File: src/rtl/load_store_unit.sv
`default_nettype none
// ============================================================================
// Module   : load_store_unit
// Summary  : One data-memory access per request over a req/ack bus, with
//            byte-lane steering, load extension and misalign/illegal fault.
//            Optional bus timeout fault enabled by defining LSU_TIMEOUT_EN.
// Revision : 1.0
// ============================================================================
module load_store_unit #(
    parameter int TIMEOUT_CYCLES = 255
) (
    input  logic        clk,
    input  logic        rst,
    input  logic        start,
    input  logic        mem_write,
    input  logic [2:0]  funct3,
    input  logic [31:0] addr,
    input  logic [31:0] wdata,
    output logic        busy,
    output logic        done,
    output logic [31:0] rdata,
    output logic        fault,
    output logic        bus_req,
    output logic        bus_we,
    output logic [31:0] bus_addr,
    output logic [3:0]  bus_be,
    output logic [31:0] bus_wdata,
    input  logic        bus_ack,
    input  logic [31:0] bus_rdata
);

    typedef enum logic [1:0] {
        S_IDLE = 2'd0,
        S_REQ  = 2'd1,
        S_DONE = 2'd2
    } state_t;

    localparam logic [2:0] c_F3_B  = 3'b000;
    localparam logic [2:0] c_F3_H  = 3'b001;
    localparam logic [2:0] c_F3_W  = 3'b010;
    localparam logic [2:0] c_F3_BU = 3'b100;
    localparam logic [2:0] c_F3_HU = 3'b101;

    generate
        if (TIMEOUT_CYCLES < 1) begin : g_bad_timeout
            $error("TIMEOUT_CYCLES must be at least 1");
        end
    endgenerate

    state_t      r_state;
    logic [2:0]  r_funct3;
    logic [1:0]  r_off;
    logic        r_done;
    logic        r_fault;
    logic [31:0] r_rdata;
    logic        r_bus_req;
    logic        r_bus_we;
    logic [31:0] r_bus_addr;
    logic [3:0]  r_bus_be;
    logic [31:0] r_bus_wdata;

    logic        w_illegal;
    logic [3:0]  w_be;
    logic [31:0] w_wdata_rep;
    logic [31:0] w_shift;
    logic [31:0] w_load_ext;
    logic        w_timeout;

    // Unsigned forms are load-only; halves and words must be naturally aligned.
    always_comb begin
        w_illegal = 1'b0;
        case (funct3)
            c_F3_B:  w_illegal = 1'b0;
            c_F3_BU: w_illegal = mem_write;
            c_F3_H:  w_illegal = addr[0];
            c_F3_HU: w_illegal = mem_write | addr[0];
            c_F3_W:  w_illegal = |addr[1:0];
            default: w_illegal = 1'b1;
        endcase
    end

    always_comb begin
        w_be        = 4'b1111;
        w_wdata_rep = wdata;
        if (mem_write) begin
            case (funct3[1:0])
                2'b00: begin
                    w_be        = 4'b0001 << addr[1:0];
                    w_wdata_rep = {4{wdata[7:0]}};
                end
                2'b01: begin
                    w_be        = addr[1] ? 4'b1100 : 4'b0011;
                    w_wdata_rep = {2{wdata[15:0]}};
                end
                default: begin
                    w_be        = 4'b1111;
                    w_wdata_rep = wdata;
                end
            endcase
        end
    end

    assign w_shift = bus_rdata >> {r_off, 3'b000};

    always_comb begin
        case (r_funct3)
            c_F3_B:  w_load_ext = {{24{w_shift[7]}}, w_shift[7:0]};
            c_F3_BU: w_load_ext = {24'd0, w_shift[7:0]};
            c_F3_H:  w_load_ext = {{16{w_shift[15]}}, w_shift[15:0]};
            c_F3_HU: w_load_ext = {16'd0, w_shift[15:0]};
            default: w_load_ext = w_shift;
        endcase
    end

`ifdef LSU_TIMEOUT_EN
    localparam int                 c_CNT_W   = $clog2(TIMEOUT_CYCLES + 1);
    localparam logic [c_CNT_W-1:0] c_TIMEOUT = c_CNT_W'(TIMEOUT_CYCLES);

    logic [c_CNT_W-1:0] r_cnt;
    logic [c_CNT_W-1:0] w_cnt_next;

    assign w_cnt_next = r_cnt + 1'b1;
    assign w_timeout  = (w_cnt_next == c_TIMEOUT);

    // REQ is only ever entered from IDLE, so clearing in IDLE clears on entry.
    always_ff @(posedge clk or negedge rst) begin
        if (!rst) begin
            r_cnt <= '0;
        end else if (r_state == S_IDLE) begin
            r_cnt <= '0;
        end else if ((r_state == S_REQ) && !bus_ack) begin
            r_cnt <= w_cnt_next;
        end
    end
`else
    assign w_timeout = 1'b0;
`endif

    always_ff @(posedge clk or negedge rst) begin
        if (!rst) begin
            r_state     <= S_IDLE;
            r_funct3    <= 3'd0;
            r_off       <= 2'd0;
            r_done      <= 1'b0;
            r_fault     <= 1'b0;
            r_rdata     <= 32'd0;
            r_bus_req   <= 1'b0;
            r_bus_we    <= 1'b0;
            r_bus_addr  <= 32'd0;
            r_bus_be    <= 4'd0;
            r_bus_wdata <= 32'd0;
        end else begin
            r_done  <= 1'b0;
            r_fault <= 1'b0;
            case (r_state)
                S_IDLE: begin
                    if (start) begin
                        r_funct3 <= funct3;
                        r_off    <= addr[1:0];
                        if (w_illegal) begin
                            r_state <= S_DONE;
                            r_done  <= 1'b1;
                            r_fault <= 1'b1;
                            r_rdata <= 32'd0;
                        end else begin
                            r_state     <= S_REQ;
                            r_bus_req   <= 1'b1;
                            r_bus_we    <= mem_write;
                            r_bus_addr  <= {addr[31:2], 2'b00};
                            r_bus_be    <= w_be;
                            r_bus_wdata <= w_wdata_rep;
                        end
                    end
                end
                S_REQ: begin
                    // An ack in the same cycle as the timeout still completes normally.
                    if (bus_ack) begin
                        r_state   <= S_DONE;
                        r_bus_req <= 1'b0;
                        r_done    <= 1'b1;
                        if (!r_bus_we) begin
                            r_rdata <= w_load_ext;
                        end
                    end else if (w_timeout) begin
                        r_state   <= S_DONE;
                        r_bus_req <= 1'b0;
                        r_done    <= 1'b1;
                        r_fault   <= 1'b1;
                        r_rdata   <= 32'd0;
                    end
                end
                S_DONE: begin
                    r_state <= S_IDLE;
                end
                default: begin
                    r_state   <= S_IDLE;
                    r_bus_req <= 1'b0;
                end
            endcase
        end
    end

    assign busy      = (r_state != S_IDLE);
    assign done      = r_done;
    assign fault     = r_fault;
    assign rdata     = r_rdata;
    assign bus_req   = r_bus_req;
    assign bus_we    = r_bus_we;
    assign bus_addr  = r_bus_addr;
    assign bus_be    = r_bus_be;
    assign bus_wdata = r_bus_wdata;

endmodule
`default_nettype wire

File: config.mk
export PLATFORM = sky130hd
export DESIGN_NAME = load_store_unit
export DESIGN_NICKNAME = d
export VERILOG_FILES = /design/src/rtl/load_store_unit.sv
export SDC_FILE = /design/constraint.sdc
export NUM_CORES = 1
export LEC_CHECK = 0
export BUFFER_PORTS_ARGS = -buffer_cell sky130_fd_sc_hd__buf_2
export CAP_MARGIN = 25
export CORE_MARGIN = 5
export CORE_UTILIZATION = 40
export DETAILED_ROUTE_END_ITERATION = 8
export PLACE_DENSITY_LB_ADDON = 0.3
export RECOVER_POWER = 50
export SYNTH_ARGS = -nofsm -noshare
export SYNTH_HDL_FRONTEND = slang
export SYNTH_SLANG_ARGS = --single-unit
File: constraint.sdc
create_clock -name clk -period 4.3 [get_ports clk]
set_input_delay 0.215 -clock clk [delete_from_list [all_inputs] [get_ports clk]]
set_output_delay 0.215 -clock clk [all_outputs]
set_load 0.02 [all_outputs]
==> results.sh, run 1 <==
export IMPL_syn_inst=415
export IMPL_cap_violations=1
export IMPL_finish_net_count=710
export IMPL_drc=0
export IMPL_clockPowerShare=0.217
export IMPL_path_clk_slew_ps=70
export IMPL_p_sw_frac=0.3898
export IMPL_rows=41
export IMPL_critPathCaptureType="flop"
export IMPL_utilization=0.5094
export IMPL_vias=4102
export IMPL_hold_class="in2reg"
export IMPL_grt_total_usage=0.1858
export IMPL_crit_type="reg2reg"
export IMPL_p_int_mw=2.204
export IMPL_period_share=0.5802
export IMPL_portBuffers=206
export IMPL_place_hpwl_mm=10.37
export IMPL_cp_max_fo=16
export IMPL_wirelength_mm=13.84
export IMPL_synth_top_cell_by_area="dfrtp_1"
export IMPL_grt_pass1_vias=4165
export IMPL_startpoint_type="flop"
export IMPL_antennaDiodeCount=0
export IMPL_drive_gt1_frac=0.2799
export IMPL_antenna_found_initial=1
export IMPL_post_cts_buffers=0
export IMPL_cts_tree="built"
export IMPL_grt_use_met2=0.3018
export IMPL_num_fill_cells=1216
export IMPL_setup_tns_ps=0
export IMPL_core_area_um2=12470
export IMPL_combPwrFrac=0.359
export IMPL_synth_flop_cell="dfrtp_1"
export IMPL_area_growth_syn_to_layout_pct=26.12
export IMPL_grt_max_degree=97
export IMPL_skew_ps=6.012
export IMPL_gp_congestion=0.8845
export IMPL_synth_top_area_frac=0.5417
export IMPL_finalMaxSlewViolations=72
export IMPL_drt_initial_drc_count=266
export IMPL_relSlewSlack=-0.2116
export IMPL_cts_root_buffer="clkbuf_16"
export IMPL_drt_first_pass_iters=5
export IMPL_synth_area_um2=5035
export IMPL_grt_pass1_wl_mm=21.70
export IMPL_synthArstFlopShare=1.000
export IMPL_start_util=0.4039
export IMPL_die_w_um=122.2
export IMPL_htree_levels=3
export IMPL_power_density_nw_per_um2=568.7
export IMPL_post_synth_num_cell_types=41
export IMPL_power_static_leakage_nw=2.961
export IMPL_rsz0062_at_grt="no"
export IMPL_vdd_ir_drop_max_v=0.0002673
export IMPL_clk_latency_ps=350
export IMPL_wl_per_cell_um=17.67
export IMPL_gr_max_usage_layer="met2"
export IMPL_clk_path_buf_depth=2
export IMPL_num_io_pins=209
export IMPL_grt_use_met3=0.06360
export IMPL_synth_edf_count=0
export IMPL_antenna_left=0
export IMPL_final_common_cell="buf_2"
export IMPL_fin_crit_ps=2495
export IMPL_clock_fmax_mhz=400.8
export IMPL_grtUsageMet1=0.2323
export IMPL_fin_area_um2=6350
export IMPL_viasPerCell=5.239
export IMPL_cts_sinks=109
export IMPL_dpl_instance_area_um2=6171
export IMPL_status="finished with violations"
export IMPL_syn_avg_cell_area_um2=12.13
export IMPL_ff2ff_path_depth=4
export IMPL_whs_ps=73.31
export IMPL_switchingPower_mw=1.408
export IMPL_max_slew_worst_pin_slew_ps=1817
export IMPL_setup_viol=0
export IMPL_overflow=0
export IMPL_synth_seq_cells=109
export IMPL_hold_viol=0
export IMPL_violations="capacitance limit, slew limit"
export IMPL_cts_buffers=9
export IMPL_cp_required_ps=4590
export IMPL_yosys_top_cells_area="dfrtp_1 (54%), mux2_1 (8.9%), mux2i_1 (5.0%), mux2_2 (4.5%), a221o_1 (3.2%)"
export IMPL_yosysSeqAreaShare=0.5417
export IMPL_hold_depth=2
export IMPL_final_cell_mix="buf_2 (117), dfrtp_1 (109), clkbuf_1 (89)"
export IMPL_die_area_um2=14930
export IMPL_crit_arrival_ps=2780
export IMPL_synth_yosys_warnings=0
export IMPL_die_h_um=122.2
export IMPL_p_seq_frac=0.424
## cell families (layout without fill, tap and decap cells)
group	Yosys count	count (layout)	synth area share
compound gates	96	96	0.1499
buf+inv	37	232	0.03678
simple gates	86	86	0.08250
other cells	1	2	0.0007448
mux	86	86	0.1884
flops	109	109	0.5418
## sequential cells by signal, indices dropped and copies added, names as in the netlist
register	flops
bus_be	4
done	1
bus_addr	30
r_off	2
bus_wdata	32
bus_req	1
r_funct3	3
fault	1
r_state	2
bus_we	1
rdata	32
## metal layers
layer / wire [um] / vias up
met2: 6550 / 181
li1: - / 1898
met3: 1434 / 16
met1: 5651 / 2005
met4: 194 / 2
met5: 7 / -
## per-stage QoR
step                instances  total power, mW  setup WS, ps
CTS                       781            3.727          1780
global placement          764            2.890          1900
global route              783            3.837          1406
detailed placement        765            2.930          1780
finish                    783            3.611          1805
floorplan                 416            2.408          2378
## final timing paths
path,slack [ps],to,start
worst max register to register,1810,rdata[20]$_DFFE_PN0P_,r_state[1]$_DFFE_PN0P_
worst min-delay path,70,bus_addr[30]$_DFFE_PN0P_,addr[30]
worst max-delay path,1810,rdata[20]$_DFFE_PN0P_,r_state[1]$_DFFE_PN0P_
worst min register to register,470,bus_wdata[9]$_DFFE_PN0P_,bus_wdata[9]$_DFFE_PN0P_
max in group asynchronous,1840,bus_addr[10]$_DFFE_PN0P_,rst
min in group asynchronous,200,bus_addr[11]$_DFFE_PN0P_,rst
## cell type report
type                       instances  area [um^2]  share of cell area
multi-input combinational        270         2137              0.3366
inverter                           4        15.01            0.002365
timing repair buffer             212        977.2              0.1539
sequential                       109         2728              0.4296
tap                              172        215.2             0.03389
clock buffer                      10        239.0             0.03764
clock inverter                     6        38.79            0.006108
## power groups by stage
| stage | clock, mW | combinational, mW | sequential [mW] |
|---|---|---|---|
| after floorplan | 0 | 0.530 | 1.88 |
| after global placement | 0 | 1.37 | 1.52 |
| after detailed placement | 0 | 1.39 | 1.54 |
| after CTS | 0.810 | 1.39 | 1.53 |
| after global routing | 0.857 | 1.41 | 1.57 |
| final | 0.783 | 1.30 | 1.53 |
## what timing repair did
| action | CTS | global route |
|---|---|---|
| hold buffers | 0 | 1 |
| resized for setup | 0 | 0 |
| hold endpoints to repair | 0 | 72 |
## synthesized netlist by cell type, types with 3 or more instances
cell / instances
nand2_1: 32
nor2_1: 27
mux2_1: 40
mux2_2: 20
nor2b_1: 12
nand2b_1: 4
o2bb2ai_1: 15
buf_2: 10
a221o_1: 16
or2_2: 4
o21ai_0: 3
mux2i_1: 25
a211oi_1: 15
a21oi_1: 10
buf_6: 3
o21ai_1: 11
o31ai_1: 16
inv_1: 3
buf_4: 3
dfrtp_1: 109
clkbuf_1: 17
## critical path, cell delays in order, from the launching register on
cell and delay (ps):
dfrtp_1 410, nand4bb_1 470, a311o_1 490, a211oi_2 830, a221o_1 230
No activity file was read; power rests on OpenSTA's default activity.
==> run 2: changes to the inputs <==
ABC_AREA = 1   (was unset)
clock period = 2 ns   (was 4.3 ns; I/O delays follow)
==> results.sh, run 2 <==
export IMPL_status="finished, final reports clean"
export IMPL_hold_viol=0
export IMPL_layout_setup_ws_ps=163.8
export IMPL_setup_viol=0
export IMPL_power_static_leakage_nw=3.833
export IMPL_vias=5507
export IMPL_portBuffers=206
export IMPL_die_area_um2=16030
export IMPL_place_inst=1067
export IMPL_r2r_start="r_state[0]$_DFFE_PN0P_"
export IMPL_synthArstFlopShare=1.000
export IMPL_ff2ff_path_depth=4
export IMPL_viasPerCell=4.935
export IMPL_crit_arrival_ps=2100
export IMPL_skew_ps=5.267
export IMPL_synth_area_um2=5440
export IMPL_grt_max_degree=53
export IMPL_fin_crit_ps=1836
export IMPL_cp_max_fo=26
export IMPL_synth_yosys_warnings=0
export IMPL_setup_tns_ps=0
export IMPL_path_buf_inv=0
export IMPL_place_ws_ps=244.0
export IMPL_relSlewSlack=0.4489
export IMPL_cap_violations=0
export IMPL_wl_per_cell_um=14.88
export IMPL_final_common_cell="nand2_1"
export IMPL_drt_initial_drc_count=446
export IMPL_critPathCaptureType="flop"
export IMPL_syn_avg_cell_area_um2=7.619
export IMPL_final_cell_mix="nand2_1 (337), buf_2 (135), dfrtp_1 (109)"
export IMPL_netlist_top_cells_count="nand2_1 (337), dfrtp_1 (109), nand3_1 (53)"
export IMPL_hold_class="in2reg"
export IMPL_cp_required_ps=2260
export IMPL_grt_total_usage=0.2051
export IMPL_finalMaxSlewViolations=0
export IMPL_grt_pass1_wl_mm=26.54
export IMPL_synth_top_cell_by_area="dfrtp_1"
export IMPL_synth_seq_cells=109
export IMPL_synth_flop_cell="dfrtp_1"
export IMPL_antenna_found_initial=0
export IMPL_area_growth_syn_to_layout_pct=30.40
export IMPL_die_h_um=126.6
export IMPL_yosysSeqAreaShare=0.5014
export IMPL_clock_fmax_mhz=544.6
export IMPL_critPathTopFamily="simple AND/OR/NAND/NOR gates"
export IMPL_wirelength_mm=16.60
export IMPL_cts_tree="built"
export IMPL_grt_pass1_vias=5278
export IMPL_cts_root_buffer="clkbuf_16"
export IMPL_cp_slowest_cell="nand3_2"
export IMPL_place_hpwl_mm=11.85
export IMPL_utilization=0.5336
export IMPL_min_from="wdata[30]"
export IMPL_antenna_left=0
export IMPL_yosys_top_cells_area="dfrtp_1 (50%), nand2_1 (23%), nand3_1 (4.9%), o21ai_0 (3.0%), nor2_1 (2.6%)"
export IMPL_antennaDiodeCount=0
export IMPL_finish_net_count=1039
export IMPL_rsz0062_at_grt="no"
export IMPL_vdd_ir_drop_max_v=0.0006337
export IMPL_period_share=0.9181
export IMPL_drc=0
export IMPL_drive_gt1_frac=0.2000
export IMPL_clk_latency_ps=350
export IMPL_core_area_um2=13300
export IMPL_clk_path_buf_depth=2
export IMPL_drt_first_pass_iters=5
export IMPL_cts_buffers=9
export IMPL_htree_levels=3
export IMPL_timing_hold_worst_endpoint="bus_wdata[30]$_DFFE_PN0P_"
export IMPL_max_slew_worst_pin_slew_ps=826.7
export IMPL_start_util=0.4092
export IMPL_num_io_pins=209
export IMPL_cts_sinks=109
export IMPL_power_density_nw_per_um2=1242
export IMPL_yosysMostFrequentCell="nand2_1"
export IMPL_fin_cells=1116
export IMPL_synth_top_area_frac=0.5014
export IMPL_cts_resized=0
export IMPL_die_w_um=126.6
export IMPL_rows=42
export IMPL_post_synth_num_cell_types=27
export IMPL_path_clk_slew_ps=70
export IMPL_startpoint_type="flop"
export IMPL_synth_edf_count=0
export IMPL_gp_congestion=0.8881
export IMPL_crit_path_max_incr_delay_ps=500
export IMPL_crit_type="reg2reg"
export IMPL_syn_inst=714
export IMPL_cp_cell_sequence="nand2_2 > o21ai_4 > nand3_2 > o21ai_1"
export IMPL_reg2reg_to="rdata[0]$_DFFE_PN0P_"
export IMPL_overflow=0
export IMPL_hold_depth=5
export IMPL_r2r_slack_ps=160
-- run 2: cell count changes after synthesis, sizes merged, moves of 12 or more --
cell	delta
nor2	+14
nand2	+311
mux2	-60
a211oi	-16
a221o	-16
nor2b	-12
o21ai	+32
nand3	+57
buf	+18
o2bb2ai	-15
inv	+30
mux2i	-25
-- run 2: per-stage QoR --
stage / hold WS [ps] / area (um^2) / power [mW]
final: 26.92 / 7094 / 8.813
after global routing: 48.63 / 7094 / 9.439
after CTS: 16.37 / 7192 / 8.994
after detailed placement: 80.91 / 6550 / 7.005
after global placement: 73.00 / 6550 / 6.963
after floorplan: -195.6 / 5444 / 5.777
-- run 2: cell type report --
cell class	count	area (um^2)
fill	1335	6201
sequential	109	2728
multi-input combinational	530	2321
timing repair buffer	251	1369
clock buffer	11	252.7
tap	176	220.2
inverter	34	135.1
clock inverter	5	68.82
-- run 2: cells by family after synthesis --
group | after synthesis | share of synthesized area
AOI/OAI and AO/OA | 84 | 0.08579
buffers and inverters | 77 | 0.07452
DFF | 109 | 0.5014
other | 1 | 0.0006893
and+or+nand+nor | 443 | 0.3376
-- run 2: worst min-delay path: stages --
cell,delay [ps]
buf_2,70
nand2_1,40
nand2_1,50
nand2_1,40
nand2_1,40
-- run 2: how the worst max path moves through the flow --
stage	slack, ps	to	cells past startpoint	from
after floorplan	670	bus_wdata[10]$_DFFE_PN0P_	8	r_state[0]$_DFFE_PN0P_
after global placement	310	rdata[20]$_DFFE_PN0P_	7	r_state[1]$_DFFE_PN0P_
after detailed placement	240	rdata[23]$_DFFE_PN0P_	6	r_state[0]$_DFFE_PN0P_
after CTS	210	rdata[19]$_DFFE_PN0P_	6	r_state[0]$_DFFE_PN0P_
after global routing	20	rdata[11]$_DFFE_PN0P_	4	r_state[0]$_DFFE_PN0P_
final	160	rdata[0]$_DFFE_PN0P_	4	r_state[0]$_DFFE_PN0P_
-- run 2: power by group --
group	leakage (nW)	switching [mW]	total (mW)	internal [mW]
clock	0.159	0.846	1.90	1.06
sequential	1.40	0.422	3.32	2.90
combinational	2.27	2.49	3.59	1.10
total	3.83	3.76	8.81	5.05
-- run 2: repair_timing --
action,4_1_cts,5_1_grt
buffers inserted,0,0
setup endpoints to repair,0,2
hold buffers,32,0
hold endpoints to repair,61,0
-- run 2: layer usage --
layer	vias up	wire [um]	track usage
met3	20	1584	0.06557
met4	0	314	0.06625
met5	-	0	0
met1	2556	6960	0.2613
li1	2689	-	-
met2	242	7744	0.3325
